===== src/rtl/stage_fetch1_pkg.sv =====
// Shared types and constants for the fetch1 stage.
package stage_fetch1_pkg;

    typedef enum logic [1:0] {
        StIdle  = 2'd0,
        StWait  = 2'd1,
        StHold  = 2'd2,
        StDrain = 2'd3
    } fe1_state_t;

    localparam logic [31:0] FE1_FAULT_INSN = 32'h0;

endpackage


===== src/rtl/stage_fetch1.sv =====
// Fetch1: tracks one outstanding icache access and hands the word (or fault) to decode.
// Optional performance counters are enabled with the FE1_PERF_EN macro.
module stage_fetch1
    import stage_fetch1_pkg::*;
#(
    parameter int unsigned PERF_W = 32
) (
    input  logic              clk_core,
    input  logic              reset_n,
    input  logic              fe0_valid,
    input  logic              fe0_specid,
    input  logic [29:0]       fe0_read_addr,
    output logic              fe1_stall,
    input  logic              icache_ready,
    input  logic [31:0]       icache_data,
    input  logic              icache_fault,
    input  logic              de_stall,
    input  logic              de_setpc,
    input  logic              csr_setpc,
    output logic              fe1_valid,
    output logic [29:0]       fe1_pc,
    output logic [31:0]       fe1_insn,
    output logic              fe1_specid,
    output logic              fe1_fault,
    output logic [PERF_W-1:0] fe1_perf_wait,
    output logic [PERF_W-1:0] fe1_perf_drain
);

    fe1_state_t  state_q, state_d;
    logic [29:0] pc_q, pc_d;
    logic        specid_q, specid_d;
    logic [31:0] buf_data_q, buf_data_d;
    logic        buf_fault_q, buf_fault_d;

    logic       flush;
    logic       accept;
    fe1_state_t nxt;
    logic       fault_sel;
    logic [31:0] insn_sel;

    always_comb begin
        flush       = de_setpc | csr_setpc;
        accept      = fe0_valid;
        nxt         = accept ? StWait : StIdle;
        state_d     = state_q;
        pc_d        = accept ? fe0_read_addr : pc_q;
        specid_d    = accept ? fe0_specid : specid_q;
        buf_data_d  = buf_data_q;
        buf_fault_d = buf_fault_q;

        unique case (state_q)
            StIdle: begin
                if (accept) state_d = StWait;
            end
            StWait: begin
                if (flush) begin
                    state_d = icache_ready ? nxt : StDrain;
                end else if (icache_ready) begin
                    if (de_stall) begin
                        state_d     = StHold;
                        buf_data_d  = icache_data;
                        buf_fault_d = icache_fault;
                    end else begin
                        state_d = nxt;
                    end
                end
            end
            StHold: begin
                if (flush || !de_stall) state_d = nxt;
            end
            StDrain: begin
                if (icache_ready) state_d = nxt;
            end
            default: state_d = StIdle;
        endcase
    end

    // Stall is deliberately independent of flush to avoid a loop through decode.
    always_comb begin
        fe1_stall  = ((state_q == StWait) && (!icache_ready || de_stall)) ||
                     ((state_q == StHold) && de_stall) ||
                     ((state_q == StDrain) && !icache_ready);
        fe1_valid  = ((state_q == StWait) && icache_ready) || (state_q == StHold);
        fault_sel  = (state_q == StHold) ? buf_fault_q : icache_fault;
        insn_sel   = (state_q == StHold) ? buf_data_q : icache_data;
        fe1_fault  = fault_sel;
        fe1_insn   = fault_sel ? FE1_FAULT_INSN : insn_sel;
        fe1_pc     = pc_q;
        fe1_specid = specid_q;
    end

    always_ff @(posedge clk_core) begin
        if (!reset_n) begin
            state_q     <= StIdle;
            pc_q        <= '0;
            specid_q    <= 1'b0;
            buf_data_q  <= '0;
            buf_fault_q <= 1'b0;
        end else begin
            state_q     <= state_d;
            pc_q        <= pc_d;
            specid_q    <= specid_d;
            buf_data_q  <= buf_data_d;
            buf_fault_q <= buf_fault_d;
        end
    end

`ifdef FE1_PERF_EN
    logic [PERF_W-1:0] perf_wait_q, perf_wait_d;
    logic [PERF_W-1:0] perf_drain_q, perf_drain_d;

    always_comb begin
        perf_wait_d  = perf_wait_q;
        perf_drain_d = perf_drain_q;
        if ((state_q == StWait) && !icache_ready) perf_wait_d = perf_wait_q + 1'b1;
        if (state_q == StDrain) perf_drain_d = perf_drain_q + 1'b1;
    end

    always_ff @(posedge clk_core) begin
        if (!reset_n) begin
            perf_wait_q  <= '0;
            perf_drain_q <= '0;
        end else begin
            perf_wait_q  <= perf_wait_d;
            perf_drain_q <= perf_drain_d;
        end
    end

    assign fe1_perf_wait  = perf_wait_q;
    assign fe1_perf_drain = perf_drain_q;
`else
    assign fe1_perf_wait  = '0;
    assign fe1_perf_drain = '0;
`endif

`ifndef SYNTHESIS
    // A response with nothing outstanding means the icache broke the protocol.
    a_no_ready_in_idle: assert property (@(posedge clk_core) disable iff (!reset_n)
        !((state_q == StIdle) && icache_ready));
`endif

endmodule


===== config.mk =====
export PLATFORM = sky130hd
export DESIGN_NAME = stage_fetch1
export DESIGN_NICKNAME = d
export VERILOG_FILES = /design/src/rtl/stage_fetch1_pkg.sv /design/src/rtl/stage_fetch1.sv
export SDC_FILE = /design/constraint.sdc
export NUM_CORES = 1
export LEC_CHECK = 0
export ABC_AREA = 0
export BUFFER_PORTS_ARGS = -buffer_cell sky130_fd_sc_hd__buf_4
export CAP_MARGIN = 25
export CORE_MARGIN = 10
export CORE_UTILIZATION = 40
export DETAILED_ROUTE_END_ITERATION = 10
export GPL_TIMING_DRIVEN = 0
export PLACE_DENSITY_LB_ADDON = 0.25
export SYNTH_ARGS = -nofsm -noshare
export SYNTH_HDL_FRONTEND = slang
export SYNTH_SLANG_ARGS = --single-unit

===== constraint.sdc =====
create_clock -name clk_core -period 1.35 [get_ports clk_core]
set_input_delay 0.135 -clock clk_core [delete_from_list [all_inputs] [get_ports clk_core]]
set_output_delay 0.135 -clock clk_core [all_outputs]
set_load 0.02 [all_outputs]

# Word-level counts from Yosys, hierarchy flattened
# Cells that the tools add are included.
dict set report classes {
  n_eq_ne 7
  mux 12
  n_bitwise 2
  n_reduce_logical 14
}
# operator count
set op_table {}
lappend op_table {{2-to-1 mux 32 bit} 2}
lappend op_table {{2-to-1 mux 2 bit} 7}
lappend op_table {{case mux 2 bit (4 select lines)} 1}
lappend op_table {{AND reduction 4 bit} 2}
lappend op_table {{!= test 2 bit, second input constant} 3}
lappend op_table {{logical OR 1 bit} 5}
lappend op_table {{equality test 2 bit, second input constant} 2}
lappend op_table {{logical AND 1 bit} 4}
lappend op_table {{!= test 3 bit, second input constant} 1}
lappend op_table {{equality test 2 x 1 -> 1 bit, second input constant} 1}
lappend op_table {{zero test 1 bit} 2}
lappend op_table {{zero test 2 bit} 1}
lappend op_table {{2-to-1 mux 1 bit} 2}
lappend op_table {{NOT 1 bit} 1}
lappend op_table {{OR 1 bit} 1}
dict set report word_totals {
  ff_bits 66
  elab_cells 40
}

# Depth between registers and ports, before layout
dict set report logic_depth {
  depth_word 5
  mapped_depth 5
}

# Worst setup path before layout
# No wires, ideal clock.
dict set report synth_timing {
  kind {reg2out}
  from {reg state_q[0]}
  to {out fe1_insn[22]}
  t_arrival_ns 1.512
  required_time_ns 1.215
  path_slack_ns -0.297
  path_stages_with_launch 6
  cell_sequence {dfxtp_1 nand2b_1 buf_2 mux2_4 buf_2 a21oi_1}
}
dict set report synth_via {
  elab_chain_len 3
}
# element line_no
set synth_rtl {}
lappend synth_rtl {{from (decl)} stage_fetch1.sv:29} ;# fe1_state_t state_q, state_d;
lappend synth_rtl {{from (signal assigned)} stage_fetch1.sv:94} ;# state_q <= StIdle;
lappend synth_rtl {{from (signal assigned)} stage_fetch1.sv:100} ;# state_q <= state_d;
lappend synth_rtl {{equality test 2 bit} stage_fetch1.sv:84} ;# fault_sel = (state_q == StHold) ? buf_fault_q : icache_fault;
lappend synth_rtl {{2-to-1 mux 1 bit} stage_fetch1.sv:84}
lappend synth_rtl {{named net fe1_fault} stage_fetch1.sv:24} ;# output logic fe1_fault,
lappend synth_rtl {{2-to-1 mux 32 bit} stage_fetch1.sv:87} ;# fe1_insn = fault_sel ? FE1_FAULT_INSN : insn_sel;
lappend synth_rtl {{to (decl)} stage_fetch1.sv:22} ;# output logic [31:0] fe1_insn,
# The timed path passes the listed nets, and every way through them passes these cells.

# Final worst setup path
dict set report layout_timing {
  from {reg state_q[0]}
  to {out fe1_insn[8]}
}
dict set report layout_via {
  elab_chain_len 3
}
# element line_no
set layout_rtl {}
lappend layout_rtl {{equality test 2 bit (*)} {stage_fetch1.sv:84, stage_fetch1.sv:85}}
lappend layout_rtl {{2-to-1 mux 32 bit or 2-to-1 mux 1 bit (tied branches)} {stage_fetch1.sv:85, stage_fetch1.sv:84}}
lappend layout_rtl {{2-to-1 mux 32 bit (*)} stage_fetch1.sv:87}
# Every way passes the cells marked *; elsewhere a longest branch is shown, timed or not.

==> flow_summary.ini <==
[synth]
yosys_warnings = 0
fraction_of_the_yosys_area_taken_by_sequential_cells_pct = 36.8
post_synth_instance_area_sq_um = 3590
synth_top_flop_cell = sky130_fd_sc_hd__dfxtp_1
synthSimpleGateAreaFrac_pct = 21.2
postSynth.asyncResetShare_pct = 0
post_synth_fa_ha_maj_area_fraction_pct = 0
synth-compound-area-share_pct = 5.89
share_of_cell_area_taken_by_muxes_after_synthesis_pct = 18.3
ys_ff_latch = 66
synth_instances = 437
synth_enable_flop_cells = 0
netlist-cell-type-count = 23
synth_top_family_by_area = simple AND/OR/NAND/NOR gates
fraction_of_synthesized_cell_area_in_xor_and_xnor_cells_pct = 0
synth_area_per_cell_sq_um = 8.21

[die]
placement_rows = 34
initial_utilization_pct = 41.1
fp.dieH_um = 115
die_area_sq_um = 13200
coreArea_sq_um = 8720
io_pins = 201
die_w_um = 115

[setup_path]
cp_cell_sequence = nand2b_4 > mux2_4 > buf_12 > a21oi_4 > buf_6
critical_path.startpoint_type = flop
worst_path_dominant_cell_family = multiplexers
required_time_worst_endpoint_ns = 1.22
timing_worst_setup_path_type = reg -> out
setup.worst_path.end_class = primary output
worst-path-buf-inv = 2
critical_path.max_stage_delay_ns = 0.39
timing.critical_path.slowest_stage_cell = sky130_fd_sc_hd__mux2_4
worstPathArrival_ns = 1.68
crit_path_max_fanout = 10

[global_route]
vias_in_the_first_global_route = 3526
global_router_s_overall_resource_usage_pct = 16.5
wire_length_of_the_first_global_routing_pass_mm = 17.8
pin_count_of_the_biggest_net_entering_global_routing = 11
grt_antenna_before_repair = 0
gr-total-overflow = 0

[sta]
fin_ws_ns = -0.461
fin_setup_tns_ns = -18.05
period_minus_slack_ns = 1.81
report.final.slew_viol_count = 0
final_min_period_over_clock_period_pct = 134
achievable-frequency_mhz = 552
fin_hold_ws_ns = 0.0576
finalSetupViolCount = 64
timing.clock.skew_ns = 0.00741
grt_setup_unrepaired = true
hold_violations_final = 0

[layout]
layout.cells.non_filler = 770
utilization_pct = 68.5
layout.nets = 730
diodes = 0
num-fill-cells = 723
post_route_cells_drive_above_1_share_pct = 42.9
most-common-layout-cells = 168 x sky130_fd_sc_hd__buf_4, 133 x sky130_fd_sc_hd__nand2_1, 64 x sky130_fd_sc_hd__mux2i_1, 64 x sky130_fd_sc_hd__conb_1, 64 x sky130_fd_sc_hd__dfxtp_1
growth_of_design_area_from_synthesis_to_finish_pct = 66.4
layout_commonest_cell = sky130_fd_sc_hd__buf_4

[clock_tree]
cts_htree_levels = 3
tritoncts = yes
cts_root_buffer = sky130_fd_sc_hd__clkbuf_8
cts_max_path_buffers = 2
clkSinkCount = 66
cts_inserted_buffers = 9
insertion_delay_ns = 0.33
worst_setup_hold_path_clk_slew_ns = 0.07
cts_hold_buf = 0

[drt]
detailedRoute.firstIterationViolations = 108
dr_wl_cell_um = 14.7
post_drt_via_cell_ratio = 4.39
drc = 0
detailedRoute.firstPassIterationCount = 4
detail-route-antenna-nets = 0
wirelength_mm = 11.3
route.vias.total = 3378

[placed_design]
post-dp-hpwl_mm = 8.75
post-place-cells = 742
numPortBuffers = 134
gp_congestion = 0.763

[pwr]
powerDensity_nw_per_um2 = 869
power_leakage_uw = 0.00280
vdd_ir_drop_max_v = 0.000434

[flow_run]
drv_cap = 0

[status]
run_status = complete, but fails checks
violations = setup timing

[hold_path]
path_class_of_the_lowest_slack_min_delay_path = in -> reg
[state kept, by name, summed over array words and instances (netlist names)]
| signal | flops |
|---|---|
| state_q | 2 |
| buf_data_q | 32 |
| buf_fault_q | 1 |
| fe1_specid | 1 |
| fe1_pc | 30 |
[worst paths after layout]
path	startpoint	end	slack, ns	cells after the start
setup / recovery	state_q[0]	fe1_insn[8]	-0.46	5
hold / removal	icache_data[5]	buf_data_q[5]	0.06	3
setup reg to reg	state_q[0]	buf_data_q[27]	-0.23	8
hold reg to reg	buf_data_q[7]	buf_data_q[7]	0.46	2
[power breakdown]
part	switching, uW	internal, uW	total [uW]
Sequential	37.3	2010	2050
Clock	704	935	1640
Combinational	774	722	1500
[worst register-to-register path, cell delays in order, from the launching register on]
cell	delay, ns
sky130_fd_sc_hd__dfxtp_4	0.35
sky130_fd_sc_hd__buf_4	0.11
sky130_fd_sc_hd__buf_6	0.09
sky130_fd_sc_hd__nand3b_1	0.12
sky130_fd_sc_hd__nor3_4	0.21
sky130_fd_sc_hd__buf_6	0.19
sky130_fd_sc_hd__buf_12	0.13
sky130_fd_sc_hd__buf_12	0.11
sky130_fd_sc_hd__mux2i_1	0.18
[cell type report]
cell class	count	area [sq um]	area share [%]
clock inverter	2	37.5	0.629
timing repair buffer	151	1380	23.0
buffer	90	707	11.8
tap	108	135	2.26
multi-input combinational	340	2230	37.3
clock buffer	12	155	2.60
inverter	1	3.75	0.0629
sequential	66	1330	22.3
[timing repair]
item | in CTS | in global routing
pin swaps | 1 | 1
cloned | 4 | 1
endpoints found under the setup margin | 69 | 69
setup buffers | 11 | 4
resized for setup | 41 | 35
[per-layer routing]
| layer | track usage [%] | routed length (um) |
|---|---|---|
| met4 | 4.13 | 95 |
| met1 | 17.9 | 4460 |
| met5 | 0 | 0 |
| met2 | 29.0 | 5640 |
| met3 | 7.13 | 1150 |
[kinds of logic after synthesis]
kind of cell,count (synthesis)
and+or+nand+nor,172
other,1
buffers and inverters,94
AOI/OAI and AO/OA,39
DFF,66
muxes,65
[cells in the mapped netlist (all sizes together) (2+ instances only)]
| cell | count | share of area, % |
|---|---|---|
| mux2i | 64 | 18 |
| a21oi | 33 | 4.6 |
| clkbuf | 18 | 1.9 |
| nand2 | 133 | 14 |
| dfxtp | 66 | 37 |
| a22o | 2 | 0.49 |
| o21ai | 2 | 0.28 |
| nor2b | 32 | 5.6 |
| buf | 75 | 16 |
[per-stage QoR]
stage	instance area (sq um)	setup WS (ns)	power [uW]
floorplan	4230	-0.0733	3000
detailed placement	5370	-0.419	3460
global placement	5370	-0.378	3440
finish	5970	-0.461	5190
CTS	5890	-0.551	5190
global route	5970	-0.509	5420
Note: power is estimated with default switching activity, not from simulation.
